### src/rtl/q_edge_monitor_if.sv
// Bus bundle for q_edge_monitor: sample inputs and registered event view.
// Ports: q_in/en/clr (to monitor), rise/fall pulses, count, overflow, len.
interface q_edge_monitor_if #(
  parameter int CNT_W = 8,
  parameter int LEN_W = 8
);
  logic             q_in;
  logic             en;
  logic             clr;
  logic             rise_pulse;
  logic             fall_pulse;
  logic [CNT_W-1:0] rise_count;
  logic             overflow;
  logic [LEN_W-1:0] high_len;
  logic             len_valid;

  modport master (
    output q_in, en, clr,
    input  rise_pulse, fall_pulse, rise_count,
    input  overflow, high_len, len_valid
  );

  modport slave (
    input  q_in, en, clr,
    output rise_pulse, fall_pulse, rise_count,
    output overflow, high_len, len_valid
  );
endinterface

### src/rtl/q_edge_monitor.sv
// Registered edge/statistics monitor for a sampled q signal.
// Ports: clk, reset (async active-low), bus (slave: q_in/en/clr in, stats out).
module q_edge_monitor #(
  parameter int CNT_W = 8,
  parameter int LEN_W = 8
) (
  input logic              clk,
  input logic              reset,
  q_edge_monitor_if.slave  bus
);
  localparam logic [1:0] S_INIT = 2'd0;
  localparam logic [1:0] S_LOW  = 2'd1;
  localparam logic [1:0] S_HIGH = 2'd2;

  logic [1:0]       state_q, state_d;
  logic [LEN_W-1:0] run_q, run_d;
  logic [CNT_W-1:0] cnt_q, cnt_d;
  logic [LEN_W-1:0] len_q, len_d;
  logic             ovf_q, ovf_d;
  logic             vld_q, vld_d;
  logic             rise_q, rise_d;
  logic             fall_q, fall_d;

  always_comb begin
    state_d = state_q;
    run_d   = run_q;
    cnt_d   = cnt_q;
    len_d   = len_q;
    ovf_d   = ovf_q;
    vld_d   = vld_q;
    rise_d  = 1'b0;
    fall_d  = 1'b0;
    if (bus.clr) begin
      state_d = S_INIT;
      run_d   = '0;
      cnt_d   = '0;
      len_d   = '0;
      ovf_d   = 1'b0;
      vld_d   = 1'b0;
    end else if (bus.en) begin
      unique case (state_q)
        S_LOW: begin
          if (bus.q_in) begin
            rise_d  = 1'b1;
            cnt_d   = cnt_q + 1'b1;
            ovf_d   = ovf_q | (&cnt_q);
            run_d   = {{(LEN_W-1){1'b0}}, 1'b1};
            state_d = S_HIGH;
          end
        end
        S_HIGH: begin
          if (bus.q_in) begin
            // saturate so a very long pulse reads as max
            if (!(&run_q)) run_d = run_q + 1'b1;
          end else begin
            fall_d  = 1'b1;
            len_d   = run_q;
            vld_d   = 1'b1;
            state_d = S_LOW;
          end
        end
        default: begin
          // first sample only sets the baseline
          if (bus.q_in) begin
            run_d   = {{(LEN_W-1){1'b0}}, 1'b1};
            state_d = S_HIGH;
          end else begin
            state_d = S_LOW;
          end
        end
      endcase
    end
  end

  always_ff @(posedge clk or negedge reset) begin
    if (!reset) begin
      state_q <= S_INIT;
      run_q   <= '0;
      cnt_q   <= '0;
      len_q   <= '0;
      ovf_q   <= 1'b0;
      vld_q   <= 1'b0;
      rise_q  <= 1'b0;
      fall_q  <= 1'b0;
    end else begin
      state_q <= state_d;
      run_q   <= run_d;
      cnt_q   <= cnt_d;
      len_q   <= len_d;
      ovf_q   <= ovf_d;
      vld_q   <= vld_d;
      rise_q  <= rise_d;
      fall_q  <= fall_d;
    end
  end

  assign bus.rise_pulse = rise_q;
  assign bus.fall_pulse = fall_q;
  assign bus.rise_count = cnt_q;
  assign bus.overflow   = ovf_q;
  assign bus.high_len   = len_q;
  assign bus.len_valid  = vld_q;
endmodule

### src/flat_wrapper.sv
// flat-port wrapper written by rule: the top's interface ports become plain ports
module q_edge_monitor_flat 
#(
  parameter int CNT_W = 8,
  parameter int LEN_W = 8
)
  (clk, reset, bus_q_in, bus_en, bus_clr, bus_rise_pulse, bus_fall_pulse, bus_rise_count, bus_overflow, bus_high_len, bus_len_valid);
  q_edge_monitor_if #(.CNT_W(CNT_W), .LEN_W(LEN_W)) bus_i ();
  input logic clk;
  input logic reset;
  input wire logic [$bits(bus_i.q_in)-1:0] bus_q_in;
  input wire logic [$bits(bus_i.en)-1:0] bus_en;
  input wire logic [$bits(bus_i.clr)-1:0] bus_clr;
  output wire logic [$bits(bus_i.rise_pulse)-1:0] bus_rise_pulse;
  output wire logic [$bits(bus_i.fall_pulse)-1:0] bus_fall_pulse;
  output wire logic [$bits(bus_i.rise_count)-1:0] bus_rise_count;
  output wire logic [$bits(bus_i.overflow)-1:0] bus_overflow;
  output wire logic [$bits(bus_i.high_len)-1:0] bus_high_len;
  output wire logic [$bits(bus_i.len_valid)-1:0] bus_len_valid;
  assign bus_i.q_in = bus_q_in;
  assign bus_i.en = bus_en;
  assign bus_i.clr = bus_clr;
  assign bus_rise_pulse = bus_i.rise_pulse;
  assign bus_fall_pulse = bus_i.fall_pulse;
  assign bus_rise_count = bus_i.rise_count;
  assign bus_overflow = bus_i.overflow;
  assign bus_high_len = bus_i.high_len;
  assign bus_len_valid = bus_i.len_valid;
  q_edge_monitor #(.CNT_W(CNT_W), .LEN_W(LEN_W)) u_core (.clk(clk), .reset(reset), .bus(bus_i));
endmodule
### config.mk
export PLATFORM = sky130hd
export DESIGN_NAME = q_edge_monitor_flat
export DESIGN_NICKNAME = d
export VERILOG_FILES = /design/src/rtl/q_edge_monitor_if.sv /design/src/rtl/q_edge_monitor.sv /design/src/flat_wrapper.sv
export SDC_FILE = /design/constraint.sdc
export NUM_CORES = 1
export LEC_CHECK = 0
export ABC_AREA = 1
export BUFFER_PORTS_ARGS = -buffer_cell sky130_fd_sc_hd__buf_2
export CORE_MARGIN = 5
export CORE_UTILIZATION = 55
export DETAILED_ROUTE_END_ITERATION = 7
export PLACE_DENSITY = 0.78
export RECOVER_POWER = 100
export SLEW_MARGIN = 20
export SYNTH_ARGS = -nofsm -noshare
export SYNTH_HDL_FRONTEND = slang
export SYNTH_SLANG_ARGS = --single-unit
### constraint.sdc
create_clock -name clk -period 1.8 [get_ports clk]
set_clock_uncertainty 0.2 [all_clocks]
set_input_delay 0.18 -clock clk [delete_from_list [all_inputs] [get_ports clk]]
set_output_delay 0.18 -clock clk [all_outputs]
set_load 0.05 [all_outputs]
# Yosys cells after proc, flatten, opt, wreduce, memory -nomap -nowiden
# Index checks and enable logic that the tools add are counted.
# classes
eq_ne	6
n_addsub	2
muxes	36
n_reduce_logical	10
bitwise	1
# ops
cell	n
2-to-1 mux 8 bit	14
adder 8 x 1 -> 8 bit, second input constant	2
2-to-1 mux 1 bit	16
AND reduction 8 bit	2
AND reduction 3 bit	4
2-to-1 mux 2 bit	5
!= test 3 bit, second input constant	3
nonzero test 2 bit	4
one-hot mux 2 bit (2 select lines)	1
equality test 2 x 1 -> 1 bit, second input constant	1
equality test 2 bit, second input constant	1
!= test 2 x 1 -> 1 bit, second input constant	1
OR 1 bit	1
# totals
in_bits	5
ff_bits	30
output_inout_bits	20
wordCells	63

# Depth between registers and ports, before layout
# Gate-level depths: netlist (run 1).
# logic_depth
word_depth	6
mapped_depth	9

# Worst setup path before layout (run 1)
# OpenSTA, ideal clock, no wires.
# synth_path
path_kind	register to register
startpoint	register u_core.cnt_q[0] (netlist: u_core.bus.rise_count[0])
endpoint	register u_core.cnt_q[6] (netlist: u_core.bus.rise_count[6])
required_ps	1479
slack_ps	127
path_stages_with_launch	7
synth_period_minus_slack_ps	1673
setup_ps	121
arrival_time_ps	1352
cell_sequence	dfrtp_1 -> ha_1 -> nand2_1 -> nor2_1 -> nand3_1 -> nand2_1 -> nor2_1
# synth_between
elab_chain_len	5
# synth_rtl
item	line_no	source
start, declared	q_edge_monitor.sv:17	logic [CNT_W-1:0] cnt_q, cnt_d;
start signal, assigned	q_edge_monitor.sv:88	cnt_q <= cnt_d;
adder 8 x 1 -> 8 bit	q_edge_monitor.sv:45	cnt_d = cnt_q + 1'b1;
2-to-1 mux 8 bit	q_edge_monitor.sv:43	if (bus.q_in) begin
2-to-1 mux 8 bit	q_edge_monitor.sv:41	unique case (state_q)
2-to-1 mux 8 bit	q_edge_monitor.sv:40	end else if (bus.en) begin
2-to-1 mux 8 bit	q_edge_monitor.sv:33	if (bus.clr) begin
# No other way between the ends. The select of a mux whose other input is x is not followed.
# A chain may end at the register's enable or synchronous reset.

# Final worst setup path (run 1)
# layout_path
startpoint	register u_core.state_q[0]
endpoint	register u_core.len_q[2] (netlist: u_core.bus.high_len[2])
# layout_between
elab_chain_len	3
# layout_rtl
item	line_no	source
start, declared	q_edge_monitor.sv:15	logic [1:0] state_q, state_d;
start signal, assigned	q_edge_monitor.sv:86	state_q <= state_d;
equality test 2 bit	q_edge_monitor.sv:41	
nonzero test 2 bit (no source line)	n/a	
AND reduction 3 bit (no source line)	n/a	
end signal, assigned	q_edge_monitor.sv:89	len_q <= len_d;
end, declared	q_edge_monitor.sv:18	logic [LEN_W-1:0] len_q, len_d;
# No other way between the ends.

==> results of run 1 <==
[power groups by stage]
stage / combinational [mW] / sequential (mW) / clock (mW)
2_1_floorplan: 0.186 / 0.801 / 0
3_3_place_gp: 0.297 / 0.757 / 0
3_5_place_dp: 0.310 / 0.759 / 0
4_1_cts: 0.316 / 0.746 / 0.437
5_1_grt: 0.362 / 0.752 / 0.462
6_report: 0.315 / 0.748 / 0.419
[worst reg2reg max path: stages, from the launching register on]
cell	delay [ns]
dfrtp_1	0.42
inv_1	0.07
ha_1	0.24
nand2_1	0.08
o21ai_1	0.18
inv_1	0.17
a22o_1	0.26
[cell usage after synthesis]
| cell type | number | area (µm²) |
|---|---|---|
| a21o_1 | 1 | 7.51 |
| a21oi_1 | 5 | 25.0 |
| a22o_1 | 4 | 35.0 |
| a22oi_1 | 1 | 7.51 |
| a31oi_1 | 2 | 12.5 |
| buf_2 | 1 | 5.00 |
| buf_6 | 1 | 11.3 |
| dfrtp_1 | 30 | 751 |
| ha_1 | 4 | 50.1 |
| inv_1 | 20 | 75.1 |
| inv_2 | 1 | 3.75 |
| nand2_1 | 40 | 150 |
| nand2_2 | 2 | 12.5 |
| nand2_4 | 1 | 11.3 |
| nand3_1 | 11 | 55.1 |
| nand3_4 | 1 | 17.5 |
| nand4_1 | 4 | 25.0 |
| nor2_1 | 15 | 56.3 |
| nor2_2 | 4 | 25.0 |
| nor2_4 | 2 | 22.5 |
| nor3_1 | 2 | 10.0 |
| o21ai_0 | 11 | 55.1 |
| o21ai_1 | 6 | 30.0 |
| o21bai_2 | 1 | 11.3 |
| o31ai_1 | 1 | 7.51 |
| or2_2 | 1 | 6.26 |
| xnor2_1 | 1 | 8.76 |
[through the flow]
| stage | instance area [µm²] | utilization (%) | hold slack [ns] | power (mW) |
|---|---|---|---|---|
| 3_5_place_dp | 1630 | 64.6 | 0.0468 | 1.07 |
| 4_1_cts | 1710 | 67.8 | 0.0715 | 1.50 |
| 5_1_grt | 1690 | 67.1 | 0.0286 | 1.58 |
| 6_report | 1690 | 67.1 | 0.0393 | 1.48 |
| 2_1_floorplan | 1490 | - | -0.316 | 0.988 |
| 3_3_place_gp | 1630 | 64.6 | 0.0389 | 1.05 |
[repair_timing]
item | in CTS | in global routing
endpoints found under the hold margin | 32 | 0
setup endpoints to repair | 0 | 5
resized for setup | 0 | 3
hold buffers | 2 | 0
[worst max-delay path by stage]
stage / slack [ns] / cells after the start / endpoint / startpoint
final: 0.08 / 6 / u_core.bus.high_len[2]$_DFFE_PN0P_ / u_core.state_q[0]$_DFFE_PN0P_
after floorplan: 0.13 / 6 / u_core.bus.rise_count[6]$_DFFE_PN0P_ / u_core.bus.rise_count[0]$_DFFE_PN0P_
after global placement: 0.20 / 6 / u_core.bus.high_len[6]$_DFFE_PN0P_ / u_core.state_q[0]$_DFFE_PN0P_
after CTS: 0.10 / 6 / u_core.bus.high_len[2]$_DFFE_PN0P_ / u_core.state_q[0]$_DFFE_PN0P_
after global routing: 0.007 / 6 / u_core.bus.high_len[2]$_DFFE_PN0P_ / u_core.state_q[0]$_DFFE_PN0P_
after detailed placement: 0.15 / 6 / u_core.bus.high_len[2]$_DFFE_PN0P_ / u_core.state_q[0]$_DFFE_PN0P_
[flip-flops by register name, summed over array words and instances (netlist names)]
register and count:
u_core.bus.fall_pulse 1, u_core.bus.high_len 8, u_core.bus.len_valid 1, u_core.bus.overflow 1, u_core.bus.rise_count 8, u_core.bus.rise_pulse 1, u_core.run_q 8, u_core.state_q 2
[metal layers]
layer	GRT usage [%]	wire [µm]	vias to the layer above
li1	-	-	630
met1	23.1	1400	582
met2	29.4	1400	30
met3	5.99	189	6
met4	7.58	52	0
met5	0	0	-
[cells by family (layout without fill, tap and decap cells)]
kind of cell | Yosys count | after routing | synth area share [%]
and+or+nand+nor | 83 | 83 | 26.3
AOI/OAI and AO/OA | 32 | 32 | 12.9
DFF | 30 | 30 | 50.5
buffers and inverters | 23 | 55 | 6.39
adders and majority gates | 4 | 4 | 3.36
xor gates and xnor gates | 1 | 1 | 0.589
[layout make-up]
type	instances	area (µm²)	area share [%]
clock buffer	7	55.1	3.25
clock inverter	1	5.00	0.296
inverter	21	81.3	4.80
multi-input combinational	120	647	38.2
sequential	30	751	44.3
tap	30	37.5	2.22
timing repair buffer	26	116	6.87
[layout by cell type (no fill, tap or decap), types with 2 or more instances in the layout]
cell            n
nor2_4          2
nand4_1         4
clkbuf_4        5
a22o_1          4
nand2_1        40
clkbuf_1       20
a21oi_1         5
dfrtp_1        30
inv_1          19
nand3_1        10
o21ai_0        14
dlygate4sd3_1   2
nor3_1          2
a31oi_1         2
clkbuf_2        2
o21ai_1         3
nand2_2         2
ha_1            4
nor2_2          4
nor2_1         15
buf_2           3
==> flow_metrics.py, run 1 <==
metrics = {
    "worst_hold_path": {
        "hold_start": "bus_en",
        "min_to": "u_core.bus.rise_pulse$_DFF_PN0_",
        "hold_depth": 3,
        "holdCritPathClass": "in -> reg",
    },
    "clock_tree": {
        "path_clk_slew_ns": 0.10,
        "insertion_delay_ns": 0.33,
        "cts_root_buf": "clkbuf_4",
        "cts_tree": "yes",
        "clockBufferDepth": 2,
        "h-tree-depth": 2,
        "cts_made_buffers": 5,
        "cts_setup_buffers": 0,
        "cts_sinks": 30,
    },
    "floorplanning": {
        "design.core.area_um2": 2520,
        "die_w_um": 62.0,
        "die_area_um2": 3850,
        "fp.dieH_um": 62.0,
        "rows": 18,
        "io_pins": 25,
        "start_util_pct": 59.0,
    },
    "grt": {
        "grt_pass1_wl_um": 5180,
        "grt_pass1_vias": 1179,
        "antenna_found_initial": 0,
        "grt-ovfl-total": 0,
        "track_usage_pct": 18.5,
        "grt_max_degree": 31,
    },
    "worst_setup_path": {
        "cp_top_family": "compound AO/OA/AOI/OAI gates",
        "r2r-end": "u_core.bus.high_len[2]$_DFFE_PN0P_",
        "path_common_cell": "inv_1",
        "crit_buf_inv": 2,
        "crit_chain": "inv_1 > ha_1 > nand2_1 > o21ai_1 > inv_1 > a22o_1",
        "slowest_delay_ns": 0.42,
        "rrSetupSlack_ns": 0.08,
        "cp_max_fo": 8,
        "start_kind": "flop",
        "cp_slowest_cell": "dfrtp_1",
        "critPathRequiredTime_ns": 1.82,
        "crit_type": "reg -> reg",
        "reg2reg_depth": 6,
        "r2r_start": "u_core.state_q[0]$_DFFE_PN0P_",
        "crit_arrival_ns": 1.75,
        "critPathCaptureType": "flop",
    },
    "drt": {
        "remaining_drc_errors": 0,
        "vias": 1248,
        "vias_per_cell": 5.31,
        "drt_iter0_drc": 44,
        "ant_nets": 0,
        "drt-total-wl_um": 3040,
        "firstDrtPassIters": 4,
        "wire_per_inst_um": 12.9,
    },
    "final_layout": {
        "final_layout_size_suffix_gt1_share_pct": 13.2,
        "syn_to_final_growth_pct": 13.8,
        "n_fill_cell": 226,
        "stdcell_count": 235,
        "final_nets": 213,
        "antenna_cells": 0,
    },
    "power_and_ir_drop": {
        "p_sw_mw": 0.491,
        "ir_worst_vdd_uv": 794,
        "power_leakage_nw": 0.823,
        "clockPowerShare_pct": 28.3,
        "power_density_nw_per_um2": 875,
        "pwr-share-comb_pct": 21.2,
        "p_int_mw": 0.991,
        "power_frac_seq_pct": 50.5,
        "swShare_pct": 33.1,
    },
    "logic_synthesis": {
        "synth-seq-cells": 30,
        "syn-num-nets": 182,
        "yosys_warnings": 0,
        "syn_area_per_cell_um2": 8.60,
        "yosysSeqAreaShare_pct": 50.5,
        "syn_area_um2": 1490,
        "postSynthCellCount": 173,
        "synth.distinct_cells": 27,
    },
    "timing": {
        "max_slew_margin_pct": 52.3,
        "fmax_mhz": 581,
        "finalHoldViolations": 0,
        "final-setup-viol-count": 0,
        "period_share_pct": 95.7,
        "drv_slew": 0,
        "min_period_ns": 1.72,
        "fin_setup_tns_ns": 0,
        "setup_ws_ns": 0.0774,
        "worst_pin_slew_ns": 0.715,
        "rsz0062_at_grt": "no",
    },
    "placed_design": {
        "gp_congestion": 0.857,
        "dp_worst_setup_slack_ns": 0.148,
        "hpwl_um": 2220,
        "numPortBuffers": 24,
        "placed_cells": 225,
    },
    "status": {
        "status": "finished clean",
    },
    "flow_run": {
        "maxCapViolCount": 0,
    },
}
Note: power is estimated with default switching activity, not from simulation.
==> run 2: changes to the inputs <==
--- a/config.mk
+++ b/config.mk
@@ -5,7 +5,6 @@
 export SDC_FILE = /design/constraint.sdc
 export NUM_CORES = 1
 export LEC_CHECK = 0
-export ABC_AREA = 1
 export BUFFER_PORTS_ARGS = -buffer_cell sky130_fd_sc_hd__buf_2
 export CORE_MARGIN = 5
 export CORE_UTILIZATION = 55
==> flow_metrics.py, run 2 <==
metrics = {
    "logic_synthesis": {
        "synth_common_cells": "dfrtp_1 (30), nor2_1 (20), mux2i_1 (12)",
        "synth.distinct_cells": 38,
        "post_synth_and_or_nand_nor_area_fraction_pct": 18.8,
        "synth_top_family_by_area": "simple AND/OR/NAND/NOR gates",
        "post-synth-top-count-cell": "dfrtp_1",
        "synth_compound_area_share_pct": 13.2,
        "synthXorXnorAreaFrac_pct": 3.39,
        "postSynthCellCount": 150,
        "syn-num-nets": 159,
        "synth_edf_count": 0,
        "yosys_warnings": 0,
        "async_reset_ff_share_pct": 100,
        "yosysSeqAreaShare_pct": 48.5,
        "yosysTopAreaCell": "dfrtp_1",
        "synth_fa_ha_area_share_pct": 3.23,
        "syn_area_per_cell_um2": 10.3,
        "syn_area_um2": 1550,
        "netlist.area_leader.share_pct": 48.5,
        "netlist_top_cells_area": "dfrtp_1 (48%), mux2i_1 (7.8%), nor2_1 (4.8%)",
        "synth-main-ff-cell": "dfrtp_1",
        "synth.mux.area_fraction_pct": 7.75,
        "synth-seq-cells": 30,
    },
    "timing": {
        "fmax_mhz": 591,
        "timing.hold.ws_ns": 0.0247,
        "final-setup-viol-count": 0,
        "min_period_ns": 1.69,
        "rsz0062_at_grt": "no",
        "finalHoldViolations": 0,
        "worst_pin_slew_ns": 0.730,
        "period_share_pct": 93.9,
        "fin_setup_tns_ns": 0,
        "setup_ws_ns": 0.109,
        "max_slew_margin_pct": 51.3,
        "drv_slew": 0,
    },
    "placed_design": {
        "numPortBuffers": 24,
        "dp_worst_setup_slack_ns": 0.0604,
        "hpwl_um": 2240,
        "gp_congestion": 0.930,
    },
    "floorplanning": {
        "die_area_um2": 3980,
        "io_pins": 25,
        "fp.dieH_um": 63.1,
        "start_util_pct": 56.7,
        "design.core.area_um2": 2730,
        "rows": 19,
        "die_w_um": 63.1,
    },
    "worst_setup_path": {
        "slowest_delay_ns": 0.41,
        "critPathRequiredTime_ns": 1.80,
        "crit_type": "reg -> reg",
        "crit_chain": "inv_1 > ha_2 > nor2b_4 > a41oi_1 > a21oi_1 > a31oi_1",
        "cp_max_fo": 7,
        "start_kind": "flop",
        "startpoint": "u_core.state_q[0]$_DFFE_PN0P_",
        "cp_top_family": "compound AO/OA/AOI/OAI gates",
        "cp_slowest_cell": "dfrtp_1",
        "r2r_start": "u_core.state_q[0]$_DFFE_PN0P_",
        "critPathCaptureType": "flop",
        "crit_arrival_ns": 1.69,
        "crit_buf_inv": 1,
    },
    "drt": {
        "drt_iter0_drc": 111,
        "ant_nets": 0,
        "wire_per_inst_um": 15.1,
        "firstDrtPassIters": 4,
        "remaining_drc_errors": 0,
        "vias": 1241,
        "vias_per_cell": 5.97,
        "drt-total-wl_um": 3150,
    },
    "final_layout": {
        "final_layout_size_suffix_gt1_share_pct": 11.9,
        "multi_input_area_um2": 722,
        "final_nets": 186,
        "antenna_cells": 0,
        "syn_to_final_growth_pct": 12.3,
        "seqCellArea_um2": 751,
        "final_common_cell": "dfrtp_1",
        "n_fill_cell": 243,
        "most-common-layout-cells": "dfrtp_1 (30), nor2_1 (20), clkbuf_1 (19)",
    },
    "worst_hold_path": {
        "hold_start": "bus_clr",
        "holdCritPathClass": "in -> reg",
    },
    "grt": {
        "grt_max_degree": 31,
        "antenna_found_initial": 0,
        "grt_pass1_vias": 1169,
        "track_usage_pct": 17.4,
        "grt_pass1_wl_um": 5530,
        "grt-ovfl-total": 0,
    },
    "power_and_ir_drop": {
        "power_leakage_nw": 0.817,
        "power_density_nw_per_um2": 822,
        "ir_worst_vdd_uv": 731,
    },
    "flow_run": {
        "maxCapViolCount": 0,
    },
    "clock_tree": {
        "cts_sinks": 30,
        "cts_tree": "yes",
        "cts_root_buf": "clkbuf_4",
        "clockBufferDepth": 2,
        "insertion_delay_ns": 0.33,
        "path_clk_slew_ns": 0.09,
        "cts_made_buffers": 5,
        "h-tree-depth": 2,
    },
    "status": {
        "status": "finished clean",
    },
}
-- run 2: cell count changes in the layout (fill, tap and decap cells not counted), sizes merged, moves of 3 or more --
| cell | previous run | this run |
|---|---|---|
| nand3 | 12 | 5 |
| and4 | 0 | 3 |
| a22o | 4 | 0 |
| and3 | 0 | 3 |
| a21oi | 5 | 8 |
| a31oi | 2 | 7 |
| o21ai | 17 | 6 |
| nand2 | 43 | 8 |
| xor2 | 0 | 3 |
| inv | 21 | 4 |
| mux2i | 0 | 12 |
-- run 2: worst paths after layout --
kind	endpoint	slack, ns	depth (start not counted)
max	u_core.run_q[3]$_DFFE_PN0P_	0.11	6
min	u_core.bus.high_len[1]$_DFFE_PN0P_	0.02	2
max reg2reg	u_core.run_q[3]$_DFFE_PN0P_	0.11	6
min reg2reg	u_core.bus.overflow$_DFFE_PN0P_	0.31	2
max in group asynchronous	u_core.run_q[7]$_DFFE_PN0P_	0.71	2
min in group asynchronous	u_core.bus.rise_pulse$_DFF_PN0_	0.24	2
-- run 2: repair_timing --
item	in CTS	in global routing
setup buffers	0	0
endpoints found under the hold margin	31	0
resized for setup	0	3
setup endpoints to repair	0	6
hold buffers	2	0
-- run 2: metrics by stage --
stage	instances	area, µm²	util [%]	power, mW
2_1_floorplan	150	1550	-	0.851
3_3_place_gp	199	1660	60.7	0.887
3_5_place_dp	199	1660	60.7	0.893
4_1_cts	208	1760	64.4	1.44
5_1_grt	208	1740	63.6	1.50
6_report	208	1740	63.6	1.43
-- run 2: per-layer routing --
layer | share of wire [%] | wire length (µm) | vias up | global-route usage, %
li1 | - | - | 598 | -
met1 | 43 | 1350 | 597 | 21.2
met2 | 49 | 1530 | 39 | 28.3
met3 | 6.6 | 207 | 7 | 5.86
met4 | 1.7 | 53 | 0 | 6.37
met5 | 0 | 0 | - | 0
-- run 2: power by group --
group | internal (mW) | switching (mW) | total [mW]
clock network | 0.323 | 0.219 | 0.542
registers | 0.689 | 0.0126 | 0.701
logic | 0.0684 | 0.117 | 0.185
total | 1.08 | 0.349 | 1.43
-- run 2: cell type report --
| class | count | share of cell area, % |
|---|---|---|
| multi-input cells | 108 | 41.5 |
| clock buffers | 6 | 2.95 |
| inverters | 4 | 0.863 |
| repair buffers | 28 | 7.55 |
| well taps | 31 | 2.23 |
| flip-flops and latches | 30 | 43.2 |
| clock inverters | 1 | 1.73 |
-- run 2: cells by family (layout without fill, tap and decap cells) --
logic type,count (synthesis),in the layout
adder cells (fa/ha/maj),4,4
buffers and inverters,12,39
AND/OR/NAND/NOR,55,55
AO/OA/AOI/OAI,31,31
XOR/XNOR,6,6
flip-flops,30,30
multiplexers,12,12
